==> config.mk <==
export PLATFORM = sky130hd
export DESIGN_NAME = mult_fu_flat
export DESIGN_NICKNAME = d
export VERILOG_FILES = /design/src/rtl/mult_fu_pkg.sv /design/src/rtl/mult_fu_if.sv /design/src/rtl/mult_fu_stage.sv /design/src/rtl/mult_fu.sv /design/src/flat_wrapper.sv
export SDC_FILE = /design/constraint.sdc
export NUM_CORES = 2
export LEC_CHECK = 0
export CAP_MARGIN = 20
export CORE_MARGIN = 3
export CORE_UTILIZATION = 40
export DETAILED_ROUTE_END_ITERATION = 12
export DONT_BUFFER_PORTS = 1
export PLACE_DENSITY = 0.52
export SETUP_SLACK_MARGIN = 0.5
export SYNTH_ARGS = -nofsm -noshare
export SYNTH_HDL_FRONTEND = slang
export SYNTH_SLANG_ARGS = --single-unit
==> constraint.sdc <==
create_clock -name clock -period 21.3 [get_ports clock]
set_input_delay 4.26 -clock clock [delete_from_list [all_inputs] [get_ports clock]]
set_output_delay 4.26 -clock clock [all_outputs]
set_load 0.005 [all_outputs]
==> src/rtl/mult_fu_pkg.sv <==
// mult_fu_pkg: types shared by the multiply functional unit, its interface and the issue/complete stages.
// Build option MULT_HIGH_EN: defined -> MULH/MULHSU/MULHU supported, 64-bit accumulator;
// undefined -> MUL only, 32-bit accumulator, operands zero-extended.
package mult_fu_pkg;

    // Pipeline depth; must divide 64.
    localparam int DEFAULT_MULT_STAGES = 4;

    typedef logic [31:0] DATA;
    typedef logic [5:0]  PHYS_REG_IDX;

    typedef enum logic [1:0] {
        MUL    = 2'd0,
        MULH   = 2'd1,
        MULHSU = 2'd2,
        MULHU  = 2'd3
    } MULT_FUNC;

    typedef struct packed {
        logic        valid;
        DATA         source_reg_1;
        DATA         source_reg_2;
        MULT_FUNC    func;
        PHYS_REG_IDX dest_reg_idx;
    } MULT_PACKET;

`ifdef MULT_HIGH_EN
    localparam int ACC_W = 64;
`else
    localparam int ACC_W = 32;
`endif

    typedef logic [ACC_W-1:0] acc_t;

    // One pipeline slot: the op's identity plus its partially folded product.
    typedef struct packed {
        logic        valid;
        MULT_FUNC    func;
        PHYS_REG_IDX dest;
        acc_t        mcand;
        acc_t        mplier;
        acc_t        acc;
    } stage_t;

endpackage

==> src/rtl/mult_fu_if.sv <==
// mult_fu_if: issue-side packet/free handshake and complete-side CDB request/grant.
// master = issue + complete logic, slave = the multiply FU.
interface mult_fu_if;
    import mult_fu_pkg::*;

    MULT_PACKET  mult_packet;
    logic        mult_free;
    logic        cdb_gnt;
    logic        cdb_req;
    DATA         cdb_data;
    PHYS_REG_IDX cdb_dest;

    modport master (
        output mult_packet,
        output cdb_gnt,
        input  mult_free,
        input  cdb_req,
        input  cdb_data,
        input  cdb_dest
    );

    modport slave (
        input  mult_packet,
        input  cdb_gnt,
        output mult_free,
        output cdb_req,
        output cdb_data,
        output cdb_dest
    );
endinterface

==> src/rtl/mult_fu_stage.sv <==
// mult_fu_stage: one pipeline slot. Folds FOLD_W multiplier bits starting at STAGE_IDX*FOLD_W
// into the accumulator and registers the slot when enabled. Slots whose bit range lies above
// the accumulator width (MUL-only build) just pass the op along.
module mult_fu_stage
    import mult_fu_pkg::*;
#(
    parameter int STAGE_IDX = 0,
    parameter int FOLD_W    = 16
) (
    input  logic   clock,
    input  logic   reset,
    input  logic   en,
    input  stage_t prev_slot,
    output stage_t slot
);

    stage_t next_slot;

    if (STAGE_IDX * FOLD_W < ACC_W) begin : g_fold
        localparam int LO     = STAGE_IDX * FOLD_W;
        localparam int SLICE_W = (ACC_W - LO < FOLD_W) ? (ACC_W - LO) : FOLD_W;
        acc_t partial;

        assign partial = (prev_slot.mcand << LO) * acc_t'(prev_slot.mplier[LO +: SLICE_W]);

        // Add this slot's partial product; everything else rides along unchanged.
        always_comb begin
            next_slot     = prev_slot;
            next_slot.acc = prev_slot.acc + partial;
        end
    end else begin : g_pass
        assign next_slot = prev_slot;
    end

    // Slot register: cleared on reset, frozen while the pipe is stalled.
    always_ff @(posedge clock) begin
        if (reset) begin
            slot <= '0;
        end else if (en) begin
            slot <= next_slot;
        end
    end

endmodule

==> src/rtl/mult_fu.sv <==
// mult_fu: pipelined integer multiply FU between issue and the CDB arbiter.
// Operand prep feeds slot 0; the last slot's register doubles as the CDB output register.
// Build option MULT_HIGH_EN enables MULH/MULHSU/MULHU; without it only MUL is legal.
module mult_fu
    import mult_fu_pkg::*;
#(
    parameter int NUM_MULT_STAGES = DEFAULT_MULT_STAGES
) (
    input logic      clock,
    input logic      reset,
    mult_fu_if.slave bus
);

    localparam int FOLD_W = 64 / NUM_MULT_STAGES;

    logic   advance;
    stage_t issue_slot;
    stage_t tail;
    stage_t pipe_in  [NUM_MULT_STAGES];
    stage_t pipe_out [NUM_MULT_STAGES];
    logic   unused_tail;

    // A held result blocks the whole pipe; a grant releases it in the same cycle.
    assign advance       = !(tail.valid && !bus.cdb_gnt);
    assign bus.mult_free = advance;

`ifdef MULT_HIGH_EN
    logic sign_1;
    logic sign_2;

    assign sign_1 = (bus.mult_packet.func != MULHU);
    assign sign_2 = (bus.mult_packet.func == MUL) || (bus.mult_packet.func == MULH);
`endif

    // Operand prep: extend both sources to accumulator width according to func.
    always_comb begin
        issue_slot       = '0;
        issue_slot.valid = bus.mult_packet.valid;
        issue_slot.func  = bus.mult_packet.func;
        issue_slot.dest  = bus.mult_packet.dest_reg_idx;
`ifdef MULT_HIGH_EN
        issue_slot.mcand  = {{32{sign_1 & bus.mult_packet.source_reg_1[31]}}, bus.mult_packet.source_reg_1};
        issue_slot.mplier = {{32{sign_2 & bus.mult_packet.source_reg_2[31]}}, bus.mult_packet.source_reg_2};
`else
        issue_slot.mcand  = bus.mult_packet.source_reg_1;
        issue_slot.mplier = bus.mult_packet.source_reg_2;
`endif
    end

    for (genvar k = 0; k < NUM_MULT_STAGES; k++) begin : g_stage
        if (k == 0) begin : g_head
            assign pipe_in[k] = issue_slot;
        end else begin : g_body
            assign pipe_in[k] = pipe_out[k-1];
        end

        mult_fu_stage #(
            .STAGE_IDX (k),
            .FOLD_W    (FOLD_W)
        ) u_stage (
            .clock     (clock),
            .reset     (reset),
            .en        (advance),
            .prev_slot (pipe_in[k]),
            .slot      (pipe_out[k])
        );
    end

    assign tail         = pipe_out[NUM_MULT_STAGES-1];
    assign bus.cdb_req  = tail.valid;
    assign bus.cdb_dest = tail.dest;

`ifdef MULT_HIGH_EN
    assign bus.cdb_data = (tail.func == MUL) ? tail.acc[31:0] : tail.acc[63:32];
    assign unused_tail  = ^{tail.mcand, tail.mplier};
`else
    assign bus.cdb_data = tail.acc;
    assign unused_tail  = ^{tail.func, tail.mcand, tail.mplier};
`endif

    // Issue protocol checks: no packet while full, and only MUL in the MUL-only build.
    always @(posedge clock) begin
        if (!reset && bus.mult_packet.valid) begin
            assert (advance)
                else $error("mult_fu: packet issued while mult_free=0 was dropped");
`ifndef MULT_HIGH_EN
            assert (bus.mult_packet.func == MUL)
                else $error("mult_fu: non-MUL func issued to MUL-only build");
`endif
        end
    end

endmodule

==> src/flat_wrapper.sv <==
// flat-port wrapper written by rule: the top's interface ports become plain ports
module mult_fu_flat import mult_fu_pkg::*;
#(
    parameter int NUM_MULT_STAGES = DEFAULT_MULT_STAGES
)
  (clock, reset, bus_mult_packet, bus_cdb_gnt, bus_mult_free, bus_cdb_req, bus_cdb_data, bus_cdb_dest);
  mult_fu_if bus_i ();
  input logic clock;
  input logic reset;
  input wire logic [$bits(bus_i.mult_packet)-1:0] bus_mult_packet;
  input wire logic [$bits(bus_i.cdb_gnt)-1:0] bus_cdb_gnt;
  output wire logic [$bits(bus_i.mult_free)-1:0] bus_mult_free;
  output wire logic [$bits(bus_i.cdb_req)-1:0] bus_cdb_req;
  output wire logic [$bits(bus_i.cdb_data)-1:0] bus_cdb_data;
  output wire logic [$bits(bus_i.cdb_dest)-1:0] bus_cdb_dest;
  assign bus_i.mult_packet = bus_mult_packet;
  assign bus_i.cdb_gnt = bus_cdb_gnt;
  assign bus_mult_free = bus_i.mult_free;
  assign bus_cdb_req = bus_i.cdb_req;
  assign bus_cdb_data = bus_i.cdb_data;
  assign bus_cdb_dest = bus_i.cdb_dest;
  mult_fu #(.NUM_MULT_STAGES(NUM_MULT_STAGES)) u_core (.clock(clock), .reset(reset), .bus(bus_i));
endmodule
# Yosys cells after proc, flatten, opt, wreduce, memory -nomap -nowiden
# Index checks and enable logic that the tools add are counted.
# classes
add_sub_neg	1
reduce_logical	3
multipliers	2
# op_table
cell	n
32-bit adder	1
32-bit by 16-bit multiplier with 32-bit output	1
16-bit by 16-bit multiplier with 16-bit output	1
1-bit zero test	2
1-bit logical AND	1
# totals
wordCells	20
reg_bits	204
in_bits	76
out_inout_bits	40

# Logic depth before layout (Yosys ltp)
# logic_depth
word_depth	3
mapped_depth	29
depth_no_buf	28

# Hierarchy
# Synthesis repeated with hierarchy kept, for this count alone.
# hier_totals
hier_cells	3406
hier_area_um2	31941.9
# modules_own_cells
module	n_inst	cells_each	area_per_inst_um2	seq_area_each_um2
mult_fu_stage (u_core.g_stage[0].u_stage)	1	1837	16200.5	2102.0
mult_fu_stage (u_core.g_stage[1].u_stage)	1	889	8219.1	2102.0
mult_fu_stage (u_core.g_stage[2].u_stage ...)	2	339	3756.1	2102.0
mult_fu	1	2	10.0	0.0

# Least setup slack after synthesis
# Ideal clock, no wire load.
# synth_timing
kind	input-to-reg
from	input port bus_mult_packet[53]
to	register u_core.g_stage[0].u_stage.slot[27] (netlist bit)
path_buffers	2
cell_stages	24
setup_ns	0.117
arrival_time_ns	9.700
path_slack_ns	11.483
t_required_ns	21.183
path_cell_list	clkbuf_1 > clkbuf_1 > nand2_1 > fa_1 > inv_1 > fa_1 > inv_1 > fa_1 > inv_1 > fa_1 > fa_1 > inv_1 > fa_1 > inv_1 > ha_1 > nand2_1 > o21ai_0 > o41ai_1 > a21oi_1 > nor2_1 > o31ai_1 > a31oi_1 > mux2i_1 > nand2_1
# synth_via
elab_chain_len	1
# synth_lines
element	line_no	source
start, declared	flat_wrapper.sv:10	input wire logic [$bits(bus_i.mult_packet)-1:0] bus_mult_packet;
32-bit by 16-bit multiplier with 32-bit output	mult_fu_stage.sv:24	assign partial = (prev_slot.mcand << LO) * acc_t'(prev_slot.mplier[LO +: SLICE_W]);
end signal, assigned	mult_fu_stage.sv:40	slot <= next_slot;
end, declared	mult_fu_stage.sv:14	output stage_t slot
# No other way between the ends.
# A chain may end at the register's enable or synchronous reset.

# Worst setup path after layout
# layout_timing
from	input port bus_cdb_gnt
to	output port bus_mult_free
# layout_via
elab_chain_len	3
# layout_lines
element	line_no	source
start, declared	flat_wrapper.sv:11	input wire logic [$bits(bus_i.cdb_gnt)-1:0] bus_cdb_gnt;
1-bit zero test	mult_fu.sv:24	assign advance = !(tail.valid && !bus.cdb_gnt);
1-bit logical AND	mult_fu.sv:24	
1-bit zero test	mult_fu.sv:24	
end, declared	flat_wrapper.sv:12	output wire logic [$bits(bus_i.mult_free)-1:0] bus_mult_free;
# No other way between the ends.

==> impl_metrics.tcl <==
set metrics [dict create \
    run_status "completed" \
    dp_hpwl_um 42100 \
    clk_latency_ns 0.45 \
    yosysMostFrequentCell "nand2_1" \
    hold_path_class "flop to flop" \
    largest_register_ffs 188 \
    post_cts_buffers 0 \
    ys_ff_latch 188 \
    setup_tns_ns 0 \
    path_cells "nor2b_4 -> buf_12 -> inv_6" \
    synth.top_cell.area_share 0.345 \
    timing.rr.start "u_core.g_stage[0].u_stage.slot[49]" \
    die_area_um2 58700 \
    crit_end "bus_mult_free" \
    antenna_found_initial 1 \
    synth_area_leaders "fa_1 (35%), dfxtp_1 (17%), nand2_1 (11%)" \
    first_iter_violations 1026 \
    grt_pass1_wl_um 95100 \
    crit_arrival_ns 5.44 \
    drt-total-wl_um 56400 \
    cts-root-buf "clkbuf_16" \
    r2r-end "u_core.g_stage[1].u_stage.slot[31]" \
    crit_type "input pin to output port" \
    hold_buffers 0 \
    drv_slew 0 \
    clock_sinks 188 \
    crit_required_ns 17.04 \
    synth-edff-count 0 \
    reg2reg_depth 24 \
    rows 85 \
    syn_to_final_growth_pct 4.63 \
    syn_area_per_cell_um2 8.30 \
    ant_nets 0 \
    drive_gt1_frac 0.0190 \
    synthesis.area_um2 22300 \
    reg_top3 "u_core.g_stage.u_stage.slot (188)" \
    top_register "u_core.g_stage.u_stage.slot" \
    initial_utilization 0.409 \
    gp_congestion 0.841 \
    vias_per_cell 5.04 \
    dr.pass1.iters 5 \
    fp.dieH_um 242 \
    cts_made_buffers 17 \
    nets 3158 \
    max_stage_delay_ns 0.53 \
    path_clk_slew_ns 0.08 \
    clock_path_buffers 2 \
    track_usage 0.200 \
    cts_tree "built" \
    async_flop_share 0 \
    critPathMaxFanout 193 \
    cp-startpoint "bus_cdb_gnt" \
    io_pins 116 \
    finClkSkew_ns 0.0116 \
    timing.final.hold_violations 0 \
    yosysWarnings 0 \
    vias 16700 \
    reg2reg_slack_ns 14.47 \
    max_freq_mhz 103 \
    drcViolationCount 0 \
    setup_violations 0 \
    fp.coreArea_um2 54600 \
    critPathSlowestCell "buf_12" \
    rsz0062_at_grt "false" \
    ys_types 61 \
    grt_start_max_net_pins 194 \
    synth_flop_cell "dfxtp_1" \
    place_area_um2 22700 \
    finalCritPeriodShare 0.456 \
    synth_cells 2692 \
    yosys.area.top_type "fa_1" \
    die_x_um 242 \
    yosysSeqAreaShare 0.169 \
    cts_htree_levels 4 \
    synth_common_cells "nand2_1 (669), inv_1 (464), fa_1 (385), a21oi_1 (209), and2_1 (207)" \
    cts_resized 0 \
    slew-limit-headroom 0.397 \
    wire_per_inst_um 17.0 \
    fin_area_um2 23400 \
    crit_path_start_kind "input pin" \
    syn_nets 3283 \
    timing.hold.ws_ns 0.453 \
    post-route-min-period_ns 9.70 \
    antennaDiodeCount 0 \
    max_cap_violations 0 \
    end_kind "output port" \
    grt_pass1_vias 17900 \
    worstMarginPinSlew_ns 0.905 \
    io_buffers 0 \
    grt.overflow.total 0 \
]
placed cells by master (no fill, tap or decap), types with 18 or more instances in the layout:
cell	synthesis	routed
a21oi_1	209	209
xor2_1	23	23
inv_1	464	464
and2_1	207	207
nor2_1	48	48
xnor2_1	75	75
dfxtp_1	188	188
nand2_1	669	669
fa_1	385	385
o21ai_0	18	18
ha_1	130	130
through the flow:
stage                     worst slack, ns  std cells   util
after global placement              11.24       3287  0.417
after detailed placement            11.25       3287  0.417
final                               11.60       3319  0.428
after global routing                11.40       3319  0.428
after floorplan                     11.48       2692      -
after CTS                           11.53       3319  0.428
final cells by class:
type / instances / area (µm²)
Inverter: 466 / 1750
Multi-Input combinational cell: 1892 / 16300
Tap cell: 739 / 925
Clock buffer: 17 / 425
Sequential cell: 188 / 3760
Timing Repair Buffer: 2 / 27.5
Fill cell: 5455 / 31200
Clock inverter: 15 / 203
cell families after synthesis:
logic type      Yosys count  share of synthesized area
flops                   188                      0.169
mux                       1                   0.000448
buf+inv                 612                      0.103
xor+xnor                100                     0.0402
compound gates          302                     0.0775
simple gates            974                      0.192
fa+ha+maj               515                      0.418
worst max-delay path, delay by kind of cell:
| kind | cells | cell delay [ns] |
|---|---|---|
| AND/OR/NAND/NOR | 1 | 0.11 |
| buffers and inverters | 2 | 0.98 |
worst min-delay path by stage:
stage | startpoint | endpoint | slack (ns) | cells past startpoint
2_1_floorplan | u_core.g_stage[0].u_stage.slot[100] | u_core.g_stage[0].u_stage.slot[100] | 0.43 | 2
3_3_place_gp | u_core.g_stage[1].u_stage.slot[104] | u_core.g_stage[1].u_stage.slot[104] | 0.44 | 2
3_5_place_dp | u_core.g_stage[1].u_stage.slot[13] | u_core.g_stage[1].u_stage.slot[13] | 0.44 | 2
4_1_cts | u_core.g_stage[2].u_stage.slot[7] | u_core.g_stage[3].u_stage.slot[7] | 0.45 | 2
5_1_grt | u_core.g_stage[1].u_stage.slot[25] | u_core.g_stage[2].u_stage.slot[25] | 0.47 | 2
6_report | u_core.g_stage[1].u_stage.slot[100] | u_core.g_stage[2].u_stage.slot[100] | 0.45 | 2
per-layer routing:
metal,vias up,GRT usage,part of all wire
met2,383,0.348,0.49
li1,7809,-,-
met5,-,0,0
met4,0,0.0419,0.016
met3,56,0.0304,0.053
met1,8465,0.265,0.44
Power is left out: the tool's default activity adds up to more than one toggle a clock period on the data nets, which glitch-free logic cannot reach.
